### src/rtl/vga_timing_pipe.sv
`default_nettype none
// ============================================================================
// Module   : vga_timing_pipe
// Brief    : Parametrised VGA timing generator with pixel-clock divider.
//            Issues pixel coordinates to a pixel source, delays sync/blank
//            flags by the source latency, then blanks and registers RGB.
// Revision : 1.0 - initial release
// ============================================================================
module vga_timing_pipe #(
    parameter int CLK_DIV   = 4,
    parameter int H_DISPLAY = 640,
    parameter int H_FRONT   = 16,
    parameter int H_SYNC    = 96,
    parameter int H_BACK    = 48,
    parameter int V_DISPLAY = 480,
    parameter int V_FRONT   = 10,
    parameter int V_SYNC    = 2,
    parameter int V_BACK    = 33,
    parameter int HS_POL    = 0,
    parameter int VS_POL    = 0,
    parameter int RGB_W     = 12,
    parameter int PIPE_LAT  = 2,
    parameter int XY_W      = 10
) (
    input  logic             clk,
    input  logic             rst,
    output logic             p_tick,
    output logic [XY_W-1:0]  x,
    output logic [XY_W-1:0]  y,
    output logic             video_on_raw,
    output logic             frame_start,
    input  logic [RGB_W-1:0] rgb_in,
    output logic             hsync,
    output logic             vsync,
    output logic             video_on,
    output logic [RGB_W-1:0] rgb
);

    localparam int c_h_total = H_DISPLAY + H_FRONT + H_SYNC + H_BACK;
    localparam int c_v_total = V_DISPLAY + V_FRONT + V_SYNC + V_BACK;
    localparam int c_div_w   = (CLK_DIV > 1) ? $clog2(CLK_DIV) : 1;

    localparam logic [c_div_w-1:0] c_div_last = c_div_w'(CLK_DIV - 1);
    localparam logic [XY_W-1:0]    c_h_last   = XY_W'(c_h_total - 1);
    localparam logic [XY_W-1:0]    c_v_last   = XY_W'(c_v_total - 1);
    localparam logic [XY_W-1:0]    c_h_disp   = XY_W'(H_DISPLAY);
    localparam logic [XY_W-1:0]    c_v_disp   = XY_W'(V_DISPLAY);
    localparam logic [XY_W-1:0]    c_hs_start = XY_W'(H_DISPLAY + H_FRONT);
    localparam logic [XY_W-1:0]    c_hs_end   = XY_W'(H_DISPLAY + H_FRONT + H_SYNC - 1);
    localparam logic [XY_W-1:0]    c_vs_start = XY_W'(V_DISPLAY + V_FRONT);
    localparam logic [XY_W-1:0]    c_vs_end   = XY_W'(V_DISPLAY + V_FRONT + V_SYNC - 1);
    localparam logic               c_hs_act   = (HS_POL != 0);
    localparam logic               c_vs_act   = (VS_POL != 0);

    logic [c_div_w-1:0] r_div;
    logic               r_run;
    logic [XY_W-1:0]    r_x;
    logic [XY_W-1:0]    r_y;
    logic               w_tick;
    logic               w_vid0;
    logic               w_hs0;
    logic               w_vs0;
    logic [2:0]         w_last;    // {vid, hs, vs} of the last delay stage
    logic               r_video_on;
    logic               r_hsync;
    logic               r_vsync;
    logic [RGB_W-1:0]   r_rgb;

    // r_run masks the tick while in reset; needed when CLK_DIV==1 (div stuck at 0)
    assign w_tick = r_run && (r_div == c_div_last);

    // Pixel-clock divider: div wraps at CLK_DIV-1
    always_ff @(posedge clk) begin
        if (!rst) begin
            r_div <= '0;
            r_run <= 1'b0;
        end else begin
            r_run <= 1'b1;
            if (r_div == c_div_last) begin
                r_div <= '0;
            end else begin
                r_div <= r_div + c_div_w'(1);
            end
        end
    end

    // Horizontal / vertical counters, advancing once per pixel tick
    always_ff @(posedge clk) begin
        if (!rst) begin
            r_x <= '0;
            r_y <= '0;
        end else if (w_tick) begin
            if (r_x == c_h_last) begin
                r_x <= '0;
                if (r_y == c_v_last) begin
                    r_y <= '0;
                end else begin
                    r_y <= r_y + XY_W'(1);
                end
            end else begin
                r_x <= r_x + XY_W'(1);
            end
        end
    end

    // Stage-0 flags decoded directly from the live coordinates
    always_comb begin
        w_vid0 = (r_x < c_h_disp) && (r_y < c_v_disp);
        w_hs0  = (r_x >= c_hs_start) && (r_x <= c_hs_end);
        w_vs0  = (r_y >= c_vs_start) && (r_y <= c_vs_end);
    end

    generate
        if (PIPE_LAT > 0) begin : g_pipe
            logic [2:0] r_stage [PIPE_LAT];

            // Flag delay line matching the pixel source latency
            always_ff @(posedge clk) begin
                if (!rst) begin
                    for (int i = 0; i < PIPE_LAT; i++) begin
                        r_stage[i] <= '0;
                    end
                end else if (w_tick) begin
                    r_stage[0] <= {w_vid0, w_hs0, w_vs0};
                    for (int i = 1; i < PIPE_LAT; i++) begin
                        r_stage[i] <= r_stage[i-1];
                    end
                end
            end

            assign w_last = r_stage[PIPE_LAT-1];
        end else begin : g_nopipe
            assign w_last = {w_vid0, w_hs0, w_vs0};
        end
    endgenerate

    // Output register: aligned flags, sync polarity, blanked colour
    always_ff @(posedge clk) begin
        if (!rst) begin
            r_video_on <= 1'b0;
            r_hsync    <= ~c_hs_act;
            r_vsync    <= ~c_vs_act;
            r_rgb      <= '0;
        end else if (w_tick) begin
            r_video_on <= w_last[2];
            r_hsync    <= w_last[1] ? c_hs_act : ~c_hs_act;
            r_vsync    <= w_last[0] ? c_vs_act : ~c_vs_act;
            r_rgb      <= w_last[2] ? rgb_in : '0;
        end
    end

    assign p_tick       = w_tick;
    assign x            = r_x;
    assign y            = r_y;
    assign video_on_raw = w_vid0;
    assign frame_start  = w_tick && (r_x == c_h_last) && (r_y == c_v_last);
    assign hsync        = r_hsync;
    assign vsync        = r_vsync;
    assign video_on     = r_video_on;
    assign rgb          = r_rgb;

endmodule
`default_nettype wire

### config.mk
export PLATFORM = sky130hd
export DESIGN_NAME = vga_timing_pipe
export DESIGN_NICKNAME = d
export VERILOG_FILES = /design/src/rtl/vga_timing_pipe.sv
export SDC_FILE = /design/constraint.sdc
export NUM_CORES = 1
export LEC_CHECK = 0
export BUFFER_PORTS_ARGS = -buffer_cell sky130_fd_sc_hd__clkbuf_2
export CORE_UTILIZATION = 44
export CTS_CLUSTER_SIZE = 30
export DETAILED_ROUTE_END_ITERATION = 6
export HOLD_SLACK_MARGIN = 0.02
export MAX_ROUTING_LAYER = met4
export PLACE_DENSITY = 0.69
export SETUP_SLACK_MARGIN = 0.05
export SLEW_MARGIN = 15
export SYNTH_ARGS = -nofsm -noshare
export SYNTH_HDL_FRONTEND = slang
export SYNTH_SLANG_ARGS = --single-unit
### constraint.sdc
create_clock -name clk -period 4.7 [get_ports clk]
set_input_delay 0.47 -clock clk [delete_from_list [all_inputs] [get_ports clk]]
set_output_delay 0.47 -clock clk [all_outputs]
set_load 0.02 [all_outputs]
==> metrics.txt <==
Netlist cell types=44; die outline width=68.0 um; hold path cells=2; number of synthesized register bits=44; max-slew violation count=0; clock root cell=clkbuf_8; Clock Latency Late Sink=0.29 ns; Ys Warns=0; worst reg2reg path depth=6; critical path type=reg2out; P_leak=~0.00094 uW; cts repair resizes=0; Area contributors post-synth=dfxtp_1 40%, edfxtp_1 9.4%, a22o_1 5.5%; HP Start=rgb_in[0]; Yosys top cell area share=0.397; final instance area=0.00227 sq mm; row cnt=23; status=complete, no violations; Vias/cell=5.41; post-route ant nets=0; first-pass GRT wire length=6380 um; Worst R2R Setup Slack=2.82 ns; clock skew=0.00701 ns; starting density of the core=0.468; Placed Instance Area=0.00218 sq mm; RSZ-0062 raised after global routing=false; Final setup viols=0; vias in the first global route=1373; Pre-antenna DRT Iters=4; ys flop type=dfxtp_1; largest net degree at the start of global routing=15; Die Height=68.0 um; antenna violations before repair=0; CTS Sinks=44; wire length per cell=13.5 um; Clock Path Buffers=2; worst r2r src=r_div[0]$_SDFF_PP0_; worst hold slack=0.389 ns; IO buf count=51; fmax=around 0.44 GHz; initial DRC count=48; register area share after synthesis=0.492; Max H-tree Level=2; pwr dens=291 mW/mm^2; worst min-delay path class=in2reg; syn nets=around 210; All-Layer GR Usage=0.194; # IOs=52; post-detail-place hpwl=2750 um; top cell type by total area after synthesis=dfxtp_1; startpoint type of the worst setup path=flip-flop; drt drc=0; GP Congestion=between 0.8 and 0.9; Final #Nets=256; Routed WL=3900 um; Die ar.=~0.0046 sq mm; slew margin rel.=0.662; Worst EP arrival=1.80 ns; worst-margin pin slew=0.507 ns; Vias=1557; Syn Area/Cell=between 10 and 15 sq um; # Post-CTS Setup Buffers=0; CTS tree=built; Clk pin slew, worst setup/hold paths=0.08 ns; time the worst path needs with I/O delays and setup=2.27 ns; GRT overflow=0; cts bufs inserted=5; Setup TNS Final=0 ns; hold_buf cts=0; WP data required=between 4 and 5 ns; core region area=between 0.004 and 0.005 sq mm; Commonest cells post-synth=38 x dfxtp_1, 12 x a22o_1, 11 x nand2_1, 9 x and2_1, 9 x nor2_1; max-cap violation count=0; antenna cells=0; CP max FO=14; Area Overhead vs Synth=18.8%; Crit. End Element=output port; layout cell share with drive strength beyond 1=0.294; Async SR Flop Fraction=0; CP startpoint=r_div[0]$_SDFF_PP0_; Syn Std Cell Area=0.00191 sq mm; fin crit share=0.484; Hold Fails Final Rpt=0; most common cell in the synthesized netlist=dfxtp_1; peak supply drop=0.000163 V; number of synthesized flops with an enable pin=6; Post-Synthesis Cells=187
==> per-stage QoR <==
step | setup WS, ns | util | power [uW] | instances
final | 2.43 | 0.556 | 662 | 288
after global routing | 2.28 | 0.556 | 694 | 288
after CTS | 2.41 | 0.556 | 673 | 288
after detailed placement | 2.75 | 0.533 | 427 | 280
after global placement | 2.82 | 0.533 | 427 | 280
after floorplan | 2.66 | - | 416 | 187
==> cells by family after synthesis <==
kind of cell | count (synthesis) | synth area share
flops | 44 | 0.492
xor+xnor | 9 | 0.0412
compound gates | 37 | 0.139
fa+ha+maj | 5 | 0.0327
buf+inv | 16 | 0.0431
simple gates | 76 | 0.253
==> path summary, 6_finish.rpt <==
kind                              end
setup / recovery          frame_start
setup reg to reg    y[9]$_SDFFE_PN0P_
hold reg to reg   r_div[0]$_SDFF_PP0_
hold / removal    rgb[0]$_SDFFE_PN0N_
==> power by group <==
| group | internal, uW | switching [uW] | total, uW |
|---|---|---|---|
| Sequential | 388 | 3.02 | 391 |
| Clock | 119 | 124 | 244 |
| Combinational | 10.1 | 17.5 | 27.7 |
| Total | 517 | 145 | 662 |
==> layer usage <==
layer | global-route usage | vias to the layer above | share of wire
li1 | - | 777 | -
met1 | 0.248 | 712 | 0.46
met2 | 0.282 | 59 | 0.44
met3 | 0.0483 | 9 | 0.078
met4 | 0.0964 | 0 | 0.021
met5 | - | - | 0
==> cell type report <==
type,instances,area (sq um)
clock buffer,7,86.3
timing repair buffer,51,255
sequential,44,941
multi-input combinational,127,891
tap,50,62.6
inverter,8,30.0
clock inverter,1,7.51
fill,368,1810
==> registers in the layout, indices dropped and copies added (netlist names) <==
register / count
rgb: 12
x: 10
y: 10
g_pipe.r_stage: 6
r_div: 2
hsync: 1
r_run: 1
video_on: 1
vsync: 1
==> worst max-delay path, cell delays in order (launching register included) <==
cell and delay (ns):
dfxtp_1 0.34, ha_1 0.25, nand2_2 0.16, inv_2 0.19, nand4_4 0.22, nor2_1 0.17, clkbuf_2 0.18
==> placed cells by master (no fill, tap or decap), drive strengths merged, types with 8 or more instances in the layout <==
master	synthesis	final
nand3	8	8
dfxtp	38	38
inv	8	8
nand2	12	12
a21oi	8	8
and2	9	9
clkbuf	4	58
a22o	12	12
nor2	10	10
nand4	9	9
(Power assumes the default switching activity.)
